`config.mk`:
```
export PLATFORM = sky130hd
export DESIGN_NAME = beat_decode
export DESIGN_NICKNAME = d
export VERILOG_FILES = /design/src/rtl/beat_decode.sv
export SDC_FILE = /design/constraint.sdc
export NUM_CORES = 1
export LEC_CHECK = 0
export ABC_AREA = 1
export ABC_CLOCK_PERIOD_IN_PS = 2450
export CORE_ASPECT_RATIO = 0.9
export CORE_MARGIN = 2
export CORE_UTILIZATION = 44
export DETAILED_ROUTE_END_ITERATION = 8
export PLACE_DENSITY = 0.8
export SKIP_CTS_REPAIR_TIMING = 1
export SYNTH_ARGS = -nofsm -noshare
export SYNTH_HDL_FRONTEND = slang
export SYNTH_SLANG_ARGS = --single-unit
```
`constraint.sdc`:
```
create_clock -name clk -period 2.45 [get_ports clk]
set_clock_uncertainty 0.2 [all_clocks]
set_input_delay 0.3675 -clock clk [delete_from_list [all_inputs] [get_ports clk]]
set_output_delay 0.3675 -clock clk [all_outputs]
set_load 0.005 [all_outputs]
```
`src/rtl/beat_decode.sv`:
```
// Control-path front end: 8-phase one-hot beat ring, instruction register with
// registered one-hot opcode decode, IR bus driver, retire counter and illegal-opcode flag.
module beat_decode #(
    parameter int CNT_W = 16
) (
    input  logic             clk,
    input  logic             reset,
    input  logic             run,
    input  logic             tset,
    input  logic             iir,
    input  logic             eir,
    input  logic [15:0]      data_in,
    output logic [7:0]       beat,
    output logic [15:0]      cmd,
    output logic [17:0]      op,
    output logic [15:0]      ir_out,
    output logic             illegal,
    output logic [CNT_W-1:0] icount
);

    localparam int NUM_OPS = 18;

    logic [7:0] beat_next;
    logic       retire;
    logic [4:0] opcode;
    logic       opcode_bad;
    logic [17:0] op_decoded;

    // Beat ring: tset wins, then a stopped t0 holds, otherwise rotate.
    // NOTE: every combinational output gets a default first so no path infers a latch.
    always_comb begin
        beat_next = {beat[6:0], beat[7]};
        if (tset) begin
            beat_next = 8'h01;
        end else if (beat[0] && !run) begin
            beat_next = 8'h01;
        end
    end

    // From t7 every path (rotation or tset) lands on t0, so being at t7 means a retire.
    assign retire = beat[7];

    assign opcode     = data_in[15:11];
    assign opcode_bad = (opcode >= 5'(NUM_OPS));

    always_comb begin
        op_decoded = '0;
        if (opcode_bad) begin
            op_decoded[0] = 1'b1;
        end else begin
            op_decoded[opcode] = 1'b1;
        end
    end

    // NOTE: state registers use non-blocking assignments so all updates share one edge.
    always_ff @(posedge clk or posedge reset) begin
        if (reset) begin
            beat    <= 8'h01;
            cmd     <= '0;
            op      <= 18'h1;
            illegal <= 1'b0;
            icount  <= '0;
        end else begin
            beat <= beat_next;
            if (retire) begin
                icount <= icount + CNT_W'(1);
            end
            // cmd and op load together so the sequencer never sees them disagree.
            if (iir) begin
                cmd <= data_in;
                op  <= op_decoded;
                if (opcode_bad) begin
                    illegal <= 1'b1;
                end
            end
        end
    end

    assign ir_out = eir ? cmd : 16'h0000;

endmodule

```
=== Word-level counts from Yosys, hierarchy flattened ===
Index checks and enable logic that the tools add are counted.

* Register bits: 59
* Output and inout port bits: 75
* Input port bits: 22

* Muxes and demuxes: 7
* Order comparisons: 3
* Reductions and logical operators: 4
* $add $sub $neg: 1

{| class="wikitable"
|+ Operator list
! kind !! count
|-
| 2-to-1 mux 17 bit || 1
|-
| adder 16 x 1 -> 16 bit (second input constant) || 1
|-
| 2-to-1 mux 16 bit || 1
|-
| 2-to-1 mux 8 bit || 2
|-
| < comparator 5 x 6 -> 1 bit (second input constant) || 1
|-
| demux 1 bit (select 5 bit) || 1
|-
| >= comparator 5 x 1 -> 1 bit (second input constant) || 1
|-
| >= comparator 5 bit (second input constant) || 1
|-
| logical AND 1 bit || 2
|-
| 2-to-1 mux 1 bit || 2
|-
| AND reduction 2 bit || 1
|-
| logical NOT 1 bit || 1
|}

=== Longest topological paths before layout ===
Gate-level depths: netlist (run 1).

* Word-level depth: 5
* Depth in mapped cells: 7

=== Least setup slack after synthesis (run 1) ===
Ideal clock, no wire load.

* Path type: input-to-output
* From: input eir
* To: output ir_out[12]
* Setup slack: 1.006 ns
* Arrival: 0.876 ns
* Cell stages on the path: 4
* Cells stage by stage: clkbuf_1 > buf_2 > nand2_1 > inv_1

* Cells in the longest elaborated chain, start to end: 1

{| class="wikitable"
|+ RTL lines
! element !! line !! source
|-
| start, declared || 11 || <nowiki>input logic eir,</nowiki>
|-
| 2-to-1 mux 16 bit || 79 || <nowiki>assign ir_out = eir ? cmd : 16'h0000;</nowiki>
|-
| end, declared || 16 || <nowiki>output logic [15:0] ir_out,</nowiki>
|}

Every way passes these cells.

=== Final worst setup path (run 1) ===
* From: input eir
* To: output ir_out[10]

The elaborated chain is that of the path after synthesis.

==> metrics.md, run 1 <==
| Metric | Value |
|---|---|
| Outcome | `finished clean` |
| Vias | `2,306` |
| # fillers | `483` |
| Post-layout min period | `2.216 ns` |
| Routed wl met2 | `3076 um` |
| CTS tree | `built` |
| Synth Register Bits | `59` |
| CP Data Required Time | `1.88 ns` |
| Syn Area/Cell | `8.256 um2` |
| Clk root buf | `clkbuf_8` |
| Routed len/inst | `12.42 um` |
| CP arrival | `1.65 ns` |
| Synth Cell Area | `2567 um2` |
| CTS Buffer Depth | `2` |
| Ys flop type | `dfrtp_1` |
| Library cells used by synthesis | `22` |
| Share of layout cells above drive strength 1 | `7.143%` |
| Drt pass-1 iters | `4` |
| GPL Wtd Cong | `0.8128` |
| Int Power | `1.713 mW` |
| Worst Path Max Fanout | `16` |
| Number of DRC markers in iteration 0 | `66` |
| Number of global-route vias before repair | `2,318` |
| Unrepaired setup endpoints after global routing | `no` |
| PwrDens | `574.7 nW/um2` |
| Worst R2R End | `icount[10]$_DFFE_PP0P_` |
| Startpoint Class | `primary input` |
| Count leader, synth | `nand2_1` |
| Inserted Clock Buffers | `9` |
| Hold Vio Cnt, Final | `0` |
| Tightest Pin Transition | `0.5697 ns` |
| CP Capture Type | `output pin` |
| Synth Net Count | `334` |
| Starting density of the core | `45.36%` |
| # IOs | `97` |
| Final worst-path cycle share | `90.46%` |
| Sequential share of power | `47.2%` |
| Synth async-reset ratio | `100.0%` |
| Relative slew slack | `61.96%` |
| Max Cap Viol | `0` |
| H-Tree Depth | `3` |
| Antenna-violating nets left | `0` |
| Design Power | `2.203 mW` |
| Sw power | `0.4906 mW` |
| # DRC | `0` |
| Worst-path clk slew | `0.07 ns` |
| EDFF count, synth | `0` |
| Met1 wire length | `2588 um` |
| Slew Limit Fails | `0` |
| Leakage Power | `1.874 nW` |
| Highest routed layer | `met4` |
| Num rows | `26` |
| Setup Viol. Count Final | `0` |
| Worst-case vdd ir drop | `0.4055 mV` |
| Number of clock sinks | `59` |
| First-pass GRT wire length | `10,680 um` |
| Clock power frac | `41.2%` |
| Core area | `5660 um2` |
| GRT Overall Usage | `20.45%` |
| Multi-input gate area | `879.6 um2` |
| Ys Warns | `0` |
| Sw Share | `22.27%` |
| Most instantiated cells after synthesis | `nand2_1 (118), dfrtp_1 (57), inv_1 (45)` |
| Maximum clock rate | `451.2 MHz` |
| R2r setup slk | `0.93 ns` |
| Die area | `6463 um2` |
| Synth Instances | `311` |
| Layout area overhead | `49.32%` |
| Antenna diode count | `0` |
| Hold Path Class | `in -> async` |
| Largest net degree at the start of global routing | `38` |
| Worst reg-to-reg path cell count | `5` |
| Synth top area cells | `dfrtp_1 (56%), nand2_1 (17%), inv_1 (6.6%)` |
| Input/output buffers | `96` |
| Part of the power in combinational logic | `11.6%` |
| Die Span Y | `76.47 um` |
| Clk_lat worst skew | `0.33 ns` |
| Initial antenna violation count | `0` |
| Fin Setup TNS | `0 ns` |
| DR WL met3 | `378 um` |
| Detailed Place HPWL | `4562 um` |
| Area leader, netlist | `dfrtp_1` |
| Final WL | `6088 um` |
| Worst r2r src | `icount[0]$_DFFE_PP0P_` |
| Chip width | `84.52 um` |
| Flip-flop and latch area | `1479 um2` |
| Seq/Total Area, Yosys | `57.60%` |
| DR vias/cell | `4.706` |
| Yosys top cell area share | `55.56%` |
| GRT overflow | `0` |
| CP Class | `in -> out` |
| Fin nets | `438` |
power groups by stage:
stage / clock [mW] / combinational (mW) / sequential, mW
6_report: 0.907 / 0.255 / 1.04
4_1_cts: 0.935 / 0.261 / 1.04
5_1_grt: 0.981 / 0.285 / 1.05
2_1_floorplan: 0 / 0.0872 / 1.06
3_3_place_gp: 0 / 0.254 / 1.06
3_5_place_dp: 0 / 0.260 / 1.06
per-stage QoR:
stage               area, um2  setup slack [ns]  cells  utilization, %  hold WS, ns
floorplan                2567            0.4295    311               -       0.2330
CTS                      3834            0.2211    490           67.73       0.1810
global route             3834            0.1450    490           67.73       0.2191
finish                   3834            0.2338    490           67.73       0.1803
detailed placement       3626            0.2222    474           64.06       0.2673
global placement         3626            0.2654    474           64.06       0.2555
layout make-up:
cell class | instances | share of cell area (%)
Sequential cell | 59 | 38.58
Timing Repair Buffer | 100 | 26.17
Multi-Input combinational cell | 198 | 22.94
Inverter | 47 | 4.602
Clock buffer | 14 | 4.504
Tap cell | 70 | 2.285
Clock inverter | 2 | 0.9138
state kept, by name, summed over array words and instances, names as in the netlist:
name / flops
op: 18
cmd: 16
icount: 16
beat: 8
illegal: 1
per-layer routing:
metal / track usage [%] / up-vias
met3: 6.934 / 6
li1: - / 1152
met5: 0 / -
met1: 25.48 / 1073
met4: 4.762 / 0
met2: 34.41 / 75
cells in the final DEF (no fill, tap or decap):
master           netlist  routed
xnor2_1                4       4
xor2_1                 4       4
nor3_1                 1       1
nor2_1                21      21
dfrtp_1               57      57
ha_1                   1       1
inv_1                 45      44
or2_2                  1       1
nand3_2                1       1
o21ai_1                1       1
buf_4                  0       3
clkbuf_1               2       2
nand3_1               15      15
o21ai_0               21      21
dfstp_2                2       2
nand2_2                1       1
clkinv_2               0       1
clkbuf_8               0      12
clkdlybuf4s50_1        0      96
nand4_1                4       4
nand2_1              118     118
bufinv_16              0       1
nor2_2                 3       3
inv_2                  2       3
o21a_1                 1       1
buf_12                 0       1
nor2_4                 1       1
worst max path at each step:
stage / endpoint / slack [ns] / from
after floorplan: beat[1]$_DFF_PP0_ / 0.43 / reset
after global placement: ir_out[15] / 0.27 / eir
after detailed placement: ir_out[10] / 0.22 / eir
after CTS: ir_out[10] / 0.22 / eir
after global routing: ir_out[12] / 0.14 / eir
final: ir_out[10] / 0.23 / eir
critical path: stages:
cell,delay (ns)
clkdlybuf4s50_1,0.45
buf_4,0.19
nand2_1,0.08
inv_1,0.06
clkdlybuf4s50_1,0.50
logic make-up (layout without fill, tap and decap cells):
family | Yosys count | after routing | synth area share, %
simple gates | 166 | 166 | 26.46
flops | 59 | 59 | 57.60
buf+inv | 54 | 163 | 8.138
compound gates | 23 | 23 | 4.581
xor+xnor | 8 | 8 | 2.729
fa+ha+maj | 1 | 1 | 0.4873
Power figures use the tool's default switching activity.
==> run 2: changes to the inputs <==
Settings changed: HOLD_SLACK_MARGIN from default to 0.12.
==> results of run 2 <==
The final DEF is identical to that of run 1; final timing and power are the same.
==> run 3: changes to the inputs <==
==> constraint.sdc (replaced) <==
create_clock -name clk -period 2.45 [get_ports clk]
set_clock_uncertainty 0.2 [all_clocks]
set_input_delay 0.245 -clock clk [delete_from_list [all_inputs] [get_ports clk]]
set_output_delay 0.245 -clock clk [all_outputs]
set_load 0.005 [all_outputs]
==> metrics.md, run 3 (same netlist as run 1, synthesis figures left out) <==
| Metric | Value |
|---|---|
| Fin nets | `438 (unchanged)` |
| Share of layout cells above drive strength 1 | `7.143% (unchanged)` |
| CP Capture Type | `output pin` |
| Leakage Power | `1.873 nW (about the same)` |
| CP Data Required Time | `2.01 ns (+0.13 ns)` |
| Worst reg-to-reg path cell count | `6 (+1)` |
| Hold Path Class | `in -> reg` |
| Worst-path clk slew | `0.07 ns (about the same)` |
| Post-layout min period | `2.217 ns (+0.0004140 ns)` |
| Setup Viol. Count Final | `0 (unchanged)` |
| CP max stage cell | `clkdlybuf4s50_1` |
| Clk_lat worst skew | `0.32 ns (about the same)` |
| Hold path depth | `3` |
| Relative slew slack | `61.95% (about the same)` |
| # IOs | `97 (unchanged)` |
| CTS tree | `built` |
| Number of DRC markers in iteration 0 | `109 (+65%)` |
| CP peak stage delay | `0.81 ns (+0.31 ns)` |
| First-pass GRT wire length | `10,410 um (-2.5%)` |
| Worst Path Max Fanout | `16 (unchanged)` |
| Final WL | `6298 um (+3.4%)` |
| Detailed Place HPWL | `4601 um (+0.85%)` |
| Drt pass-1 iters | `4 (unchanged)` |
| Antenna-violating nets left | `0 (unchanged)` |
| Routed len/inst | `12.85 um (+3.4%)` |
| Die Span Y | `76.47 um (unchanged)` |
| Startpoint Class | `primary input` |
| Number of clock sinks | `59 (unchanged)` |
| Clk root buf | `clkbuf_8` |
| Delay-heaviest family, CP | `buffers and inverters` |
| Inserted Clock Buffers | `9 (unchanged)` |
| Slew Limit Fails | `0 (unchanged)` |
| Cell repeated most along the worst path | `clkdlybuf4s50_1` |
| GRT overflow | `0 (unchanged)` |
| Max reg flops | `18 (unchanged)` |
| Commonest non-fill, non-tap cell in the layout | `nand2_1` |
| Starting density of the core | `45.36% (unchanged)` |
| Layout area overhead | `49.27% (about the same)` |
| CTS Buffer Depth | `2 (unchanged)` |
| Most frequent cells in the layout | `nand2_1 (118), clkdlybuf4s50_1 (96), dfrtp_1 (57)` |
| Outcome | `finished clean` |
| Worst-case vdd ir drop | `0.3610 mV (-11%)` |
| Chip width | `84.52 um (unchanged)` |
| Placed Cells | `473 (-0.21%)` |
| Antenna diode count | `0 (unchanged)` |
| Max Cap Viol | `0 (unchanged)` |
| CP Class | `in -> out` |
| Levels on crit path | `4 (-1)` |
| DR vias/cell | `4.676 (-0.65%)` |
| H-Tree Depth | `3 (unchanged)` |
| Initial antenna violation count | `0 (unchanged)` |
| R2r setup slk | `0.90 ns (-0.03 ns)` |
| Critical path buffer and inverter count | `3 (-1)` |
| Top Registers | `op: 18 flops, cmd: 16 flops, icount: 16 flops` |
| Unrepaired setup endpoints after global routing | `no` |
| Non-Filler Instances | `490 (unchanged)` |
| CP arrival | `1.77 ns (+0.12 ns)` |
| PwrDens | `571.8 nW/um2 (-0.50%)` |
| Biggest register | `op` |
| Input/output buffers | `96 (unchanged)` |
| Vias | `2,291 (-0.65%)` |
| Number of global-route vias before repair | `2,185 (-5.7%)` |
| Hold Vio Cnt, Final | `0 (unchanged)` |
| # DRC | `0 (unchanged)` |
| Num rows | `26 (unchanged)` |
| Largest net degree at the start of global routing | `38 (unchanged)` |
| Maximum clock rate | `451.1 MHz (about the same)` |
| CP Cell Sequence | `clkdlybuf4s50_1, nand2_1, inv_1, clkdlybuf4s50_1` |
| Final worst-path cycle share | `90.48% (about the same)` |
| Fin Setup TNS | `0 ns (unchanged)` |
| Die area | `6463 um2 (unchanged)` |
| # fillers | `485 (+0.41%)` |
| GPL Wtd Cong | `0.8707 (+7.1%)` |
| Core area | `5660 um2 (unchanged)` |
| Tightest Pin Transition | `0.5699 ns (+0.0002412 ns)` |
| GRT Overall Usage | `20.29% (-0.16 points)` |
run 3: metrics by stage:
stage	setup WS (ns)	hold WS (ns)	utilization, %	instance area, um2	total power [mW]
global route	0.09619	0.2248	67.71	3832	2.290
finish	0.2333	0.2475	67.71	3832	2.192
detailed placement	0.2236	0.2629	63.93	3618	1.318
CTS	0.2241	0.01028	67.53	3822	2.215
global placement	0.3307	0.2547	63.93	3618	1.310
floorplan	0.5520	0.1105	-	2567	1.145
run 3: final timing paths:
path / start / to
min in group asynchronous: reset / cmd[1]$_DFFE_PP0P_
worst max-delay path: eir / ir_out[5]
max in group asynchronous: reset / op[10]$_DFFE_PP0P_
worst min-delay path: data_in[1] / cmd[1]$_DFFE_PP0P_
worst min register to register: illegal$_DFFE_PP0P_ / illegal$_DFFE_PP0P_
worst max register to register: icount[1]$_DFFE_PP0P_ / icount[14]$_DFFE_PP0P_
run 3: final cells by class:
cell class / count / area, um2 / share of cell area (%)
clock buffers: 12 / 155.1 / 4.048
clock inverters: 4 / 48.80 / 1.273
inverters: 47 / 176.4 / 4.603
multi-input cells: 198 / 879.6 / 22.95
flip-flops and latches: 59 / 1479 / 38.59
well taps: 70 / 87.58 / 2.285
repair buffers: 100 / 1006 / 26.25
run 3: worst reg2reg max path, delay by kind of cell (launching register included):
family        cells  cell delay, ns
fa+ha+maj         1            0.21
buf+inv           1            0.04
flops             1            0.43
simple gates      4            0.58
run 3: metal layers:
metal  vias to the layer above  GRT usage (%)  wire, um  part of all wire [%]
met5                         -              0         0                     0
li1                       1147              -         -                     -
met1                      1072          25.90      2789                    44
met3                         4          7.584       379                   6.0
met2                        68          33.15      3104                    49
met4                         0          4.286        25                  0.40
run 3: power breakdown:
group	switching, mW	internal, mW
clock network	0.368	0.524
registers	0.0290	1.01
logic	0.110	0.148
==> variant: new RTL, config.mk and constraints of run 3 <==
Reset style: synchronous (`reset`), changed in one clocked block.
--- a/src/rtl/beat_decode.sv
+++ b/src/rtl/beat_decode.sv
@@ -54,5 +54,5 @@
 
     // NOTE: state registers use non-blocking assignments so all updates share one edge.
-    always_ff @(posedge clk or posedge reset) begin
+    always_ff @(posedge clk) begin
         if (reset) begin
             beat    <= 8'h01;
Check against the original RTL: differs if reset is asserted again (counterexample within 4 cycles, from zero or initial values and one cycle with reset high); with reset held inactive, the same outputs for 10 cycles.
==> variant against run 3 <==
Fmax grew 1.6%. Critical path depth stayed put. Design area is 5.8% lower. Synthesized area is 5.5% lower. Sequential cell count unchanged. Utilization increased by 0.60 points. Clock power is 12% lower. Routed wire length fell by 2.9%. Combinational power shrank 20%. Worst setup slack improved by 0.035 ns. Worst hold slack worse by 0.020 ns. Synthesized cell count rose by 5.8%. Power fell by 9.0%. Critical path type unchanged. Largest cell class unchanged. Largest power group unchanged.
==> variant: results <==
group,metric,value,unit
yosys,ys_types,27,
yosys,yosys-top-cells-count,"nor2_1, nand2_1, dfxtp_1",
run_status,status,"finished, final reports clean",
timing,worst_pin_slew,0.5166,ns
final_layout,nets,450,
global_routing,grt.total_usage,20.79,%
drt,drt_iter0_drc,63,
power_and_ir_drop,power_leakage,1.493,nW
global_routing,grt_pass1_wl,9570,µm
min_path,hold_depth,2,
yosys,synthesis.nets,352,
final_layout,instances_no_fill,499,
yosys,synth-adder-area-share,0.5155,%
min_path,hp-class,"flop to flop",
power_and_ir_drop,seq_power,1.00,mW
place,hpwl,4471,µm
yosys,yosys-top-cells-area,"dfxtp_1, nor2_1, nand2_1",
yosys,async_flop_share,0,%
yosys,synth_seq_area_share,48.66,%
place,dp_cells,483,
power_and_ir_drop,sw_frac_of_total,26.33,%
power_and_ir_drop,vdd_ir_drop_max,0.4158,mV
yosys,ys.flop_type,"dfxtp_1",
yosys,synthXorXnorAreaFrac,0.7216,%
final_layout,drive_gt1_share,8.102,%
setup_path,worst_ep_arrival_time,1.74,ns
power_and_ir_drop,clockPowerShare,39.4,%
==> variant: cell count changes in the layout (fill, tap and decap cells not counted), sizes merged, moves of 13 or more <==
cell / delta
nand2: -56
dfrtp: -57
dfxtp: +59
nor2: +48
a22oi: +13
a21oi: +15
==> variant: area by class of cell <==
cell class	instances	area [µm²]
fill	468	1675
sequential	59	1181
tap	67	83.83
clock inverter	7	53.80
multi-input combinational	210	1001
inverter	47	176.4
timing repair buffer	100	991.0
clock buffer	9	123.9
==> variant: metrics by stage <==
stage          worst slack (ns)  cell area (µm²)  power (mW)
6_report                 0.2680             3611       1.995
5_1_grt                  0.1169             3611       2.077
4_1_cts                  0.2534             3611       2.013
3_5_place_dp             0.2651             3433       1.231
3_3_place_gp             0.3227             3433       1.226
2_1_floorplan             1.065             2427       1.102
==> variant: path summary, 6_finish.rpt <==
check / endpoint / startpoint / slack [ns]
worst max-delay path: ir_out[10] / eir / 0.27
worst max register to register: icount[8] / icount[0] / 0.92
worst min-delay path: beat[7] / beat[6] / 0.23
worst min register to register: beat[7] / beat[6] / 0.23
==> variant: worst reg2reg max path, cell delays in order (launching register included) <==
cell	delay, ns
dfxtp_1	0.42
ha_1	0.23
nand2_1	0.12
nor3_1	0.27
nand2_1	0.07
nand2_1	0.06
nor2_1	0.05
==> variant: metal layers <==
layer / vias up / global-route usage, % / wire [µm] / part of all wire (%)
met3: 8 / 9.587 / 465 / 7.6
li1: 1227 / - / - / -
met4: 0 / 5.741 / 66 / 1.1
met2: 77 / 35.57 / 2907 / 48
met1: 1113 / 23.32 / 2674 / 44
met5: - / 0 / 0 / 0
